### config.mk
export PLATFORM = sky130hd
export DESIGN_NAME = fifo_drain_sched
export DESIGN_NICKNAME = d
export VERILOG_FILES = /design/src/rtl/fifo_drain_sched.sv
export SDC_FILE = /design/constraint.sdc
export NUM_CORES = 1
export LEC_CHECK = 0
export ABC_AREA = 1
export BUFFER_PORTS_ARGS = -buffer_cell sky130_fd_sc_hd__buf_4
export CAP_MARGIN = 20
export CORE_MARGIN = 10
export CORE_UTILIZATION = 47
export CTS_BUF_LIST = sky130_fd_sc_hd__clkbuf_16
export DETAILED_ROUTE_END_ITERATION = 7
export PLACE_DENSITY = 0.82
export SLEW_MARGIN = 20
export SYNTH_ARGS = -nofsm -noshare
export SYNTH_HDL_FRONTEND = slang
export SYNTH_SLANG_ARGS = --single-unit
### constraint.sdc
create_clock -name clk_i -period 1.73 [get_ports clk_i]
set_input_delay 0.519 -clock clk_i [delete_from_list [all_inputs] [get_ports clk_i]]
set_output_delay 0.519 -clock clk_i [all_outputs]
set_load 0.02 [all_outputs]
### src/rtl/fifo_drain_sched.sv
// Burst-drain scheduler for a bank of FIFOs feeding one shared output mux.
// Urgent queues (almost full) win in IDLE; a round-robin pointer breaks ties.
module fifo_drain_sched #(
  parameter int unsigned NUM_Q     = 4,
  parameter int unsigned MAX_BURST = 4,
  parameter int unsigned IDX_W     = (NUM_Q > 1) ? $clog2(NUM_Q) : 1
) (
  input  logic             clk_i,
  input  logic             rst_i,
  input  logic             flush_i,
  input  logic [NUM_Q-1:0] empty_i,
  input  logic [NUM_Q-1:0] alm_full_i,
  output logic [NUM_Q-1:0] pop_o,
  output logic [IDX_W-1:0] sel_o,
  output logic             valid_o,
  input  logic             ready_i,
  output logic             busy_o
);

  localparam int unsigned CNT_W = $clog2(MAX_BURST + 1);
  localparam logic [IDX_W:0] NQ = (IDX_W + 1)'(NUM_Q);

  typedef enum logic {
    IDLE,
    BURST
  } state_e;

  state_e           state_q, state_d;
  logic [IDX_W-1:0] grant_q, grant_d;
  logic [IDX_W-1:0] ptr_q, ptr_d;
  logic [CNT_W-1:0] cnt_q, cnt_d;

  logic [NUM_Q-1:0] w_urgent;
  logic [NUM_Q-1:0] w_cand;
  logic [IDX_W-1:0] w_pick;
  logic [IDX_W-1:0] w_next;
  logic [IDX_W:0]   w_idx;
  logic             w_found;
  logic             w_xfer;
  logic             w_exit;

  // First candidate at or above ptr_q, wrapping modulo NUM_Q
  always_comb begin
    w_urgent = ~empty_i & alm_full_i;
    w_cand   = (|w_urgent) ? w_urgent : ~empty_i;
    w_pick   = '0;
    w_found  = 1'b0;
    w_idx    = '0;
    for (int i = 0; i < NUM_Q; i++) begin
      w_idx = {1'b0, ptr_q} + (IDX_W + 1)'(i);
      if (w_idx >= NQ) w_idx = w_idx - NQ;
      if (!w_found && w_cand[w_idx[IDX_W-1:0]]) begin
        w_found = 1'b1;
        w_pick  = w_idx[IDX_W-1:0];
      end
    end
  end

  always_comb begin
    state_d = state_q;
    grant_d = grant_q;
    ptr_d   = ptr_q;
    cnt_d   = cnt_q;
    valid_o = 1'b0;
    pop_o   = '0;
    busy_o  = 1'b0;
    sel_o   = grant_q;
    w_xfer  = 1'b0;
    w_exit  = 1'b0;
    w_next  = (grant_q == IDX_W'(NUM_Q - 1)) ? '0 : grant_q + 1'b1;
    unique case (state_q)
      IDLE: begin
        if (!flush_i && w_found) begin
          grant_d = w_pick;
          cnt_d   = '0;
          state_d = BURST;
        end
      end
      BURST: begin
        busy_o         = 1'b1;
        valid_o        = ~empty_i[grant_q] & ~flush_i;
        w_xfer         = valid_o & ready_i;
        pop_o[grant_q] = w_xfer;
        if (w_xfer) cnt_d = cnt_q + 1'b1;
        w_exit = (w_xfer && cnt_q == CNT_W'(MAX_BURST - 1))
               || empty_i[grant_q] || flush_i;
        if (w_exit) begin
          state_d = IDLE;
          ptr_d   = w_next;
          cnt_d   = '0;
        end
      end
      default: state_d = IDLE;
    endcase
  end

  always_ff @(posedge clk_i or posedge rst_i) begin
    if (rst_i) begin
      state_q <= IDLE;
      grant_q <= '0;
      ptr_q   <= '0;
      cnt_q   <= '0;
    end else begin
      state_q <= state_d;
      grant_q <= grant_d;
      ptr_q   <= ptr_d;
      cnt_q   <= cnt_d;
    end
  end

`ifndef SYNTHESIS
`ifndef COMMON_CELLS_ASSERTS_OFF
  initial begin
    if (NUM_Q < 1 || NUM_Q > 32)
      $error("fifo_drain_sched: NUM_Q out of range");
    if (MAX_BURST < 1 || MAX_BURST > 255)
      $error("fifo_drain_sched: MAX_BURST out of range");
    if (IDX_W != ((NUM_Q > 1) ? $clog2(NUM_Q) : 1))
      $error("fifo_drain_sched: IDX_W must not be overridden");
  end

  always @(posedge clk_i) begin
    if (!rst_i) begin
      assert ($onehot0(pop_o))
        else $error("fifo_drain_sched: pop_o not onehot0");
      assert ((pop_o & empty_i) == '0)
        else $error("fifo_drain_sched: pop of empty queue");
    end
  end
`endif
`endif

endmodule

# Yosys cells after proc, flatten, opt, wreduce, memory -nomap -nowiden
# Cells that the tools add are included.
# word_totals
reg_bits,8
latchBits,0
mem_bits_rw,0
romBits,0
inputBits,12
out_inout_bits,8
word_cells,87
n_memories,0
# classes
n_addsub,9
n_mul,0
n_div,0
order_cmp,10
n_eq_ne,4
n_shift,0
mux,36
bitwise_logic,8
reduce_logical,16
# ops
operator,count
$mux 2,9
$lt 2x3->1 const B,5
$mux 1,14
$bmux 1 s2,5
$ge 3x3->1 const B,3
$mux 3,3
$and 4x4->4,2
$mux 4,2
$sub 2x1->2 const B,4
$add 2x2->3 const B,2
$logic_and 1x1->1,6
$pmux 3 s2,1
$reduce_and 2->1,3
$logic_not 1->1,4
$not 4->4,1
$reduce_or 4->1,1
$add 2x1->3 const B,1
$add 3x1->3 const B,1
$eq 3x2->1 const B,1
$ge 2x3->1 const B,1
$ne 3x1->1 const B,1
$not 1->1,3
$add 2x1->2 const B,1
$and 1x1->1,2
other kinds (6),7

# Longest topological paths before layout
# Gate-level depths: netlist (run 1).
# depth
ltp_word,19
depth_mapped,16
ltp_nobuf,16

# Worst setup path after synthesis (run 1)
# Ideal clock, no wire load.
# synth_path
path_kind,reg-to-output
startpoint,"register grant_q[0], in the netlist sel_o[0]"
endpoint,output pop_o[0]
arrival_time_ns,1.876
required_time_ns,1.211
slack_ns,-0.665
path_stages_with_launch,9
path_buffers,0
cell_sequence,dfrtp_1 > inv_2 > o21ai_0 > a21oi_1 > nor2_1 > o21ai_0 > nor2_1 > nand2_1 > nor2_1
# synth_between
elab_chain_cells,7
elab_cells_between_ends,12
cone_classes,order compare (2); mux (5); bitwise (4); reduce/logical (1)
# synth_lines
item,line_no,rtl
start: declaration,29,"logic [IDX_W-1:0] grant_q, grant_d;"
start signal: assignment,105,grant_q <= grant_d;
branches (longest 5 deep; another with $lt 2x3->1),-,
$and 4x4->4 (no line) *,-,
$mux 4 *,71,unique case (state_q)
end: declaration,13,"output logic [NUM_Q-1:0] pop_o,"
# Every way passes the cells marked *. The select of a mux whose other input is x is not followed.

# Worst setup path after layout (run 1)
# Ends and elaborated chain as after synthesis.

==> results of run 1 <==
## repair_timing
action | in CTS | in global routing
setup endpoints to repair | 5 | 11
pin swaps | 4 | 22
buffers inserted | 1 | 5
gates resized for setup | 5 | 45
hold endpoints to repair | 0 | 0
## cells by family (layout without fill, tap and decap cells)
kind of cell,after synthesis,after routing,synth area share [%]
simple gates,86,86,49.1
buf+inv,34,78,13.5
flops,8,8,21.0
compound gates,14,14,8.52
fa+ha+maj,6,6,7.86
## metal layers
metal	GRT usage [%]	vias to the layer above
li1	-	554
met1	12.6	536
met2	24.0	36
met3	2.58	4
met4	2.94	0
met5	0	-
## sequential cells by signal, indices dropped and copies added, names as in the netlist
register / flops
ptr_q: 2
sel_o: 2
state_q: 1
cnt_q: 3
## power by group
part	internal (uW)	switching [uW]	leakage, uW
sequential	255	79.8	0.000102
clock	301	93.7	0.0000423
combinational	679	1080	0.000724
## stage by stage
stage	TNS (ps)	hold slack, ps	total power [uW]	cell area, sq um
final	-1390	230	2490	1610
after global routing	-2010	264	2640	1610
after CTS	-1350	237	2160	1400
after detailed placement	-2550	480	1730	1300
after global placement	-2050	473	1670	1300
after floorplan	-725	335	1310	1000
## final timing paths
path,start,to
min in group clk_i,cnt_q[1],cnt_q[1]
worst max register to register,ptr_q[0],sel_o[1]
max in group asynchronous,rst_i,sel_o[0]
worst min register to register,cnt_q[1],cnt_q[1]
worst max-delay path,sel_o[0],pop_o[0]
worst min-delay path,rst_i,ptr_q[1]
## synthesized netlist by cell type
cell	number
nand2_1	25
nand3_4	1
ha_1	6
nor2_2	1
inv_2	9
dfrtp_1	8
nand3_2	3
a21oi_2	1
nor2_4	2
a21oi_1	3
nor2_8	1
nand2_2	10
o21ai_1	3
nand3b_1	1
inv_1	23
nand4_1	3
nor2_1	14
o21ai_0	4
nand3_1	23
buf_2	1
clkinv_1	1
o21bai_1	3
nand2_4	2
## layout make-up
type	count	area [sq um]
multi-input cells	106	820
repair buffers	41	345
fillers	111	328
flip-flops and latches	8	203
inverters	33	134
clock buffers	3	75.1
well taps	27	33.8
clock inverters	1	3.75
## worst max-delay path, stage by stage, from the launching register on
cell and delay (ps):
dfrtp_2 420, buf_4 150, a21oi_2 150, o21ai_2 90, nor2_4 120, nand2_4 100
nor2_4 110, buf_6 120
==> impl_metrics.csv, run 1 <==
group,metric,value,unit
outcome,outcome,"finished with violations",
outcome,violations,"setup timing",
clock_network,cts_sinks,8,
sta,grt_setup_unrepaired,"yes",
yosys,syn_area,955,sq um
drt,vias,1130,
floorplan,die_w,65.1,microns
pwr,vdd.ir_drop.worst,1020,uV
floorplan,core_area,1940,sq um
global_route,antenna_found_initial,0,
sta,hold_viol,0,
place,pre_cts_ws,-307,ps
place,dp.cells,209,
place,io_buffers,19,
worst_setup_path,crit_type,"reg2out",
yosys,synthTopCellsByArea,"dfrtp_1, nand3_1, nand2_1",
cells_and_area,layout_commonest_cell,"buf_4",
cells_and_area,final_cell_mix,"buf_4, inv_1, nand2_1",
global_route,grt_pass1_vias,1055,
cells_and_area,fin_util,83.1,%
place,place.gp.congestion,0.847,
drt,route.met3.wl,184,microns
cells_and_area,drive_gt1_share,54.7,%
pwr,powerDensity,1540,nW/um^2
cells_and_area,final_cells,219,
place,hpwlAfterDp,2.15,mm
sta,fmax,497,MHz
clock_network,cts_tree,"yes",
drt,wirelength_met1,1.21,mm
drt,post-route-drc-count,0,
cells_and_area,antenna_cells,0,
drt,totalWireLength,3.31,mm
clock_network,htree_levels,1,
drt,first_iter_violations,92,
clock_network,numCtsBuffers,3,
floorplan,die_area,4230,sq um
drt,wl_per_cell,15.1,microns
drt,firstDrtPassIters,4,
floorplan,die_y,65.1,microns
yosys,syn_nets,166,
drt,vias_per_cell,5.16,
cells_and_area,nets,211,
yosys,synth_top_area_share,21.0,%
drt,wl_met2,1.88,mm
sta,clock_skew,2.24,ps
clock_network,hold_buffers,0,
clock_network,clk_latency,230,ps
yosys,ys_ff_latch,8,
worst_setup_path,cp.arrival,1490,ps
worst_setup_path,r2r_setup_slack,-80,ps
min_path,hp-class,"in2async",
yosys,ys.warnings.count,0,
worst_setup_path,rr_worst_depth,11,
drt,drtAntennaViolNets,0,
worst_setup_path,cp-start-kind,"register",
worst_setup_path,setup.worst_path.end_class,"output pin",
yosys,avgSynthCellArea,6.45,sq um
yosys,synth.distinct_cells,23,
worst_setup_path,cp.required,1210,ps
sta,finalSetupViolCount,11,
clock_network,clk_pin_slew,40,ps
clock_network,root_buffer,"clkbuf_16",
floorplan,io_pins,20,
yosys,synthCells,148,
cells_and_area,area_delta_synth_final,69.1,%
yosys,synth_top_cell_by_area,"dfrtp_1",
sta,period_needed,2010,ps
pwr,leakage,0.000868,uW
global_route,grt_max_degree,9,
sta,period_share,116,%
yosys,ys_seq_area_share,21.0,%
worst_setup_path,worst-path-max-fanout,4,
sta,setup_ws,-280,ps
flow_run,cap_violations,0,
global_route,grtUsageTotal,12.2,%
floorplan,num_rows,16,
global_route,grt_pass1_wl,4.31,mm
sta,worst_pin_slew,522,ps
global_route,gr-total-overflow,0,
sta,maxSlewHeadroom,64.8,%
drt,highest_layer,"met4",
sta,drv_slew,0,
clock_network,clock_path_buffers,2,
floorplan,start_util,49.2,%
Note: power is estimated with default switching activity, not from simulation.
==> inputs of run 2 (changes only) <==
==> constraint.sdc (replaced) <==
create_clock -name clk_i -period 1.73 [get_ports clk_i]
set_input_delay 0.0865 -clock clk_i [delete_from_list [all_inputs] [get_ports clk_i]]
set_output_delay 0.0865 -clock clk_i [all_outputs]
set_load 0.02 [all_outputs]
==> impl_metrics.csv, run 2 (synthesis results as in run 1) <==
group,metric,value,unit
outcome,outcome,"finished with violations",
outcome,violations,"setup timing",
worst_setup_path,r2r_end,"cnt_q[0]",
worst_setup_path,crit_type,"reg2out",
min_path,hp-class,"in2reg",
cells_and_area,final_cells,204,
worst_setup_path,rr_startpoint,"sel_o[0]",
floorplan,io_pins,20,
worst_setup_path,cp.arrival,1710,ps
sta,whs,196,ps
place,dp.cells,194,
clock_network,cts_tree,"yes",
worst_setup_path,rr_worst_depth,9,
worst_setup_path,setup.worst_path.end_class,"output pin",
cells_and_area,fillers,151,
global_route,grtUsageTotal,13.5,%
clock_network,cts_sinks,8,
min_path,min_from,"ready_i",
drt,wl_per_cell,14.9,microns
pwr,vdd.ir_drop.worst,1060,uV
place,place.gp.congestion,0.902,
place,io_buffers,19,
global_route,grt_max_degree,9,
global_route,grt_pass1_wl,4.60,mm
worst_setup_path,worst-path-max-fanout,5,
cells_and_area,antenna_cells,0,
global_route,grt_pass1_vias,1055,
sta,drv_slew,0,
floorplan,die_area,4230,sq um
sta,period_needed,1790,ps
floorplan,die_w,65.1,microns
place,hpwlAfterDp,2.02,mm
drt,vias_per_cell,5.44,
clock_network,clk_latency,240,ps
drt,first_iter_violations,30,
floorplan,start_util,49.2,%
worst_setup_path,r2r_setup_slack,30,ps
sta,setup_ws,-64.0,ps
drt,drtAntennaViolNets,0,
global_route,antenna_found_initial,0,
cells_and_area,final_cell_mix,"inv_1, nand2_1, nand3_1",
clock_network,root_buffer,"clkbuf_16",
cells_and_area,area_delta_synth_final,38.4,%
sta,fmax,557,MHz
floorplan,die_y,65.1,microns
clock_network,clock_path_buffers,2,
pwr,total_power,2200,uW
floorplan,num_rows,16,
floorplan,core_area,1940,sq um
clock_network,numCtsBuffers,3,
drt,totalWireLength,3.04,mm
cells_and_area,max_flop_register,"cnt_q",
min_path,whs_path_depth,4,
sta,worst_pin_slew,399,ps
min_path,hold_end,"cnt_q[1]",
clock_network,htree_levels,1,
cells_and_area,nets,196,
cells_and_area,drive_gt1_share,40.7,%
cells_and_area,seq_area,204,sq um
worst_setup_path,cp-start-kind,"register",
sta,maxSlewHeadroom,73.1,%
drt,post-route-drc-count,0,
sta,hold_viol,0,
clock_network,clk_pin_slew,40,ps
sta,period_share,104,%
drt,firstDrtPassIters,5,
sta,finalSetupViolCount,4,
flow_run,cap_violations,0,
worst_setup_path,cp.required,1640,ps
pwr,powerDensity,1660,nW/um^2
drt,vias,1109,
cells_and_area,largest_reg_flops,3,
cells_and_area,multiInputGateArea,669,sq um
sta,clock_skew,0.647,ps
pwr,leakage,0.000728,uW
sta,grt_setup_unrepaired,"yes",
global_route,gr-total-overflow,0,
run 2: cell count changes in the layout (fill, tap and decap cells not counted), sizes merged:
cell and change:
dlygate4sd3 +1, buf -16, clkinv +1, inv -1
run 2: worst max-delay path by stage:
| stage | slack, ps | depth (start not counted) | endpoint | start |
|---|---|---|---|---|
| floorplan | 3 | 8 | pop_o[0] | sel_o[0] |
| global placement | 20 | 9 | ptr_q[0] | sel_o[0] |
| detailed placement | 20 | 11 | ptr_q[0] | sel_o[0] |
| CTS | 4 | 9 | pop_o[3] | sel_o[0] |
| global route | -140 | 9 | pop_o[2] | sel_o[0] |
| finish | -60 | 9 | pop_o[1] | sel_o[0] |
run 2: power by group:
group	internal [uW]	switching [uW]	total (uW)
combinational	523	887	1410
clock	303	110	413
sequential	257	117	374
run 2: stage by stage:
stage	worst slack (ps)	setup TNS, ps	instance area, sq um	utilization [%]
after floorplan	2.95	0	968	-
after global placement	21.0	0	1150	59.1
after detailed placement	16.8	0	1150	59.1
after CTS	4.18	0	1270	65.2
after global routing	-142	-768	1320	68.0
final	-64.0	-181	1320	68.0
run 2: area by class of cell:
class                           instances  share of cell area, %
Sequential cell                         8                   15.4
Tap cell                               27                   2.56
Clock buffer                            3                   5.68
Timing Repair Buffer                   26                   15.8
Multi-Input combinational cell        106                   50.7
Clock inverter                          1                  0.284
Inverter                               33                   9.56
run 2: per-layer routing:
metal	up-vias	routed length [microns]	GRT usage, %
li1	524	-	-
met1	505	1130	13.7
met2	63	1610	25.2
met3	17	190	2.75
met4	0	108	7.22
met5	-	0	0
run 2: what timing repair did:
action | 4_1_cts | 5_1_grt
hold buffers | 1 | 0
pin swaps | 1 | 5
resized for setup | 4 | 12
gates cloned | 0 | 0
hold endpoints to repair | 8 | 0
endpoints found under the setup margin | 7 | 11
buffers inserted | 3 | 2
run 2: critical path, stage by stage (launching register included):
cell and delay, ps:
dfrtp_2 420, inv_4 70, o21ai_4 140, a21oi_2 70, nor2_2 140, o21ai_2 100, nor2_2 130, nand2_2 130
nor2_2 150, buf_6 120
==> inputs of run 3 (changes only) <==
- PLACE_DENSITY: 0.82 -> 0.79
- clock period: 1.73 -> 2.12 ns (I/O delays scaled with it)
==> impl_metrics.csv, run 3 (synthesis results as in run 1) <==
group,metric,value,unit
cells_and_area,final_cell_mix,"nand2_1, inv_1, nand3_1",
drt,first_iter_violations,24,
drt,vias,975,
drt,post-route-drc-count,0,
floorplan,core_area,1940,sq um
pwr,seqPwrFrac,18.9,%
worst_setup_path,cpPeakStageDelay,430,ps
pwr,p_sw,768,uW
worst_setup_path,cpMaxStageDelayCell,"dfrtp_2",
place,dp.cells,193,
floorplan,die_w,65.1,microns
clock_network,root_buffer,"clkbuf_16",
pwr,swShare,49.3,%
global_route,grt_pass1_vias,1002,
drt,firstDrtPassIters,4,
global_route,grt_max_degree,9,
floorplan,die_y,65.1,microns
global_route,grt_pass1_wl,4.15,mm
clock_network,clk_latency,230,ps
clock_network,numCtsBuffers,3,
worst_setup_path,setup.worst_path.end_class,"output pin",
drt,totalWireLength,2.29,mm
worst_setup_path,cp-startpoint,"sel_o[0]",
drt,drtAntennaViolNets,0,
pwr,leakage,0.000690,uW
cells_and_area,area_delta_synth_final,27.0,%
pwr,vdd.ir_drop.worst,702,uV
worst_setup_path,cpMostUsedCell,"nor2_1",
min_path,hp-class,"in2reg",
sta,grt_setup_unrepaired,"no",
worst_setup_path,cp.required,2010,ps
sta,finalSetupViolCount,0,
floorplan,die_area,4230,sq um
worst_setup_path,cp.arrival,1680,ps
sta,period_share,84.3,%
flow_run,cap_violations,0,
place,place.gp.congestion,0.926,
place,hpwlAfterDp,1.93,mm
worst_setup_path,path_cells,"inv_2 > o21ai_0 > a21oi_1 > nor2_1 > o21ai_1 > nor2_1 > nand2_1 > nor2_1 > buf_4",
cells_and_area,nets,190,
floorplan,num_rows,16,
drt,vias_per_cell,4.95,
pwr,intPower,790,uW
global_route,gr-total-overflow,0,
sta,hold_viol,0,
place,io_buffers,19,
clock_network,htree_levels,1,
pwr,p_clk_share,20.0,%
clock_network,cts_sinks,8,
cells_and_area,final_cells,197,
worst_setup_path,rr_startpoint,"ptr_q[0]",
cells_and_area,max_flop_register,"cnt_q",
worst_setup_path,cp_top_family,"simple AND/OR/NAND/NOR gates",
sta,drv_slew,0,
worst_setup_path,cp-start-kind,"register",
sta,fmax,560,MHz
sta,worst_pin_slew,378,ps
floorplan,io_pins,20,
worst_setup_path,worst-path-max-fanout,7,
cells_and_area,antenna_cells,0,
outcome,outcome,"complete, no violations",
clock_network,cts_tree,"yes",
global_route,grtUsageTotal,11.6,%
worst_setup_path,path_buf_inv,2,
cells_and_area,layout_commonest_cell,"nand2_1",
global_route,antenna_found_initial,0,
sta,clock_skew,1.04,ps
sta,period_needed,1790,ps
drt,wl_per_cell,11.6,microns
cells_and_area,largest_reg_flops,3,
pwr,total_power,1560,uW
worst_setup_path,crit_type,"reg2out",
min_path,min_from,"ready_i",
clock_network,clk_pin_slew,40,ps
sta,maxSlewHeadroom,74.5,%
floorplan,start_util,49.2,%
clock_network,postCtsSetupRepairBufs,0,
cells_and_area,drive_gt1_share,31.2,%
sta,finalSetupTns,0,ps
pwr,comb_power_share,61.1,%
clock_network,clock_path_buffers,2,
pwr,powerDensity,1290,nW/um^2
-- run 3: cell types whose count changed in the layout (fill, tap and decap cells not counted), sizes merged --
cell	previous run	this run
buf	25	19
inv	33	32
-- run 3: final cells by class --
class	count	area [sq um]
clock buffers	3	75.1
fillers	189	729
inverters	33	124
multi-input cells	106	626
flip-flops and latches	8	201
well taps	27	33.8
repair buffers	20	153
-- run 3: routing by layer --
layer | track usage (%) | up-vias | part of all wire, %
met5 | 0 | - | 0
met4 | 1.60 | 0 | 0
met3 | 2.23 | 0 | 3.1
met2 | 23.8 | 15 | 56
met1 | 12.0 | 448 | 41
li1 | - | 512 | -
-- run 3: worst reg2reg max path: cells and delay by family, from the launching register on --
kind                   cells  cell delay, ps
AND/OR/NAND/NOR            8             850
buffers and inverters      4             280
flip-flops                 1             440
-- run 3: worst paths after layout --
path | end | slack, ps | depth (start not counted)
worst min register to register | cnt_q[2] | 500 | 2
worst max-delay path | pop_o[0] | 330 | 9
max in group asynchronous | sel_o[0] | 1490 | 3
worst min-delay path | cnt_q[2] | 220 | 4
min in group asynchronous | state_q | 390 | 3
worst max register to register | sel_o[1] | 440 | 12
-- run 3: metrics by stage --
stage                     setup WS [ps]  area [sq um]  utilization, %  hold WS (ps)
final                               334          1210            62.4           219
after global routing               74.7          1210            62.4           264
after CTS                           160          1210            62.4           220
after detailed placement            362          1130            58.0          75.5
after global placement              404          1130            58.0          70.9
after floorplan                     138           955               -         -78.3
-- run 3: power groups by stage --
stage               combinational, uW  sequential, uW  clock, uW
floorplan                         727             289          0
global placement                  923             288          0
detailed placement                947             295          0
CTS                               957             293        315
global route                     1100             310        317
finish                            953             295        311
-- run 3: timing repair --
action | 4_1_cts | 5_1_grt
endpoints found under the hold margin | 8 | 0
setup endpoints to repair | 0 | 4
hold buffers | 1 | 0
gates resized for setup | 0 | 2
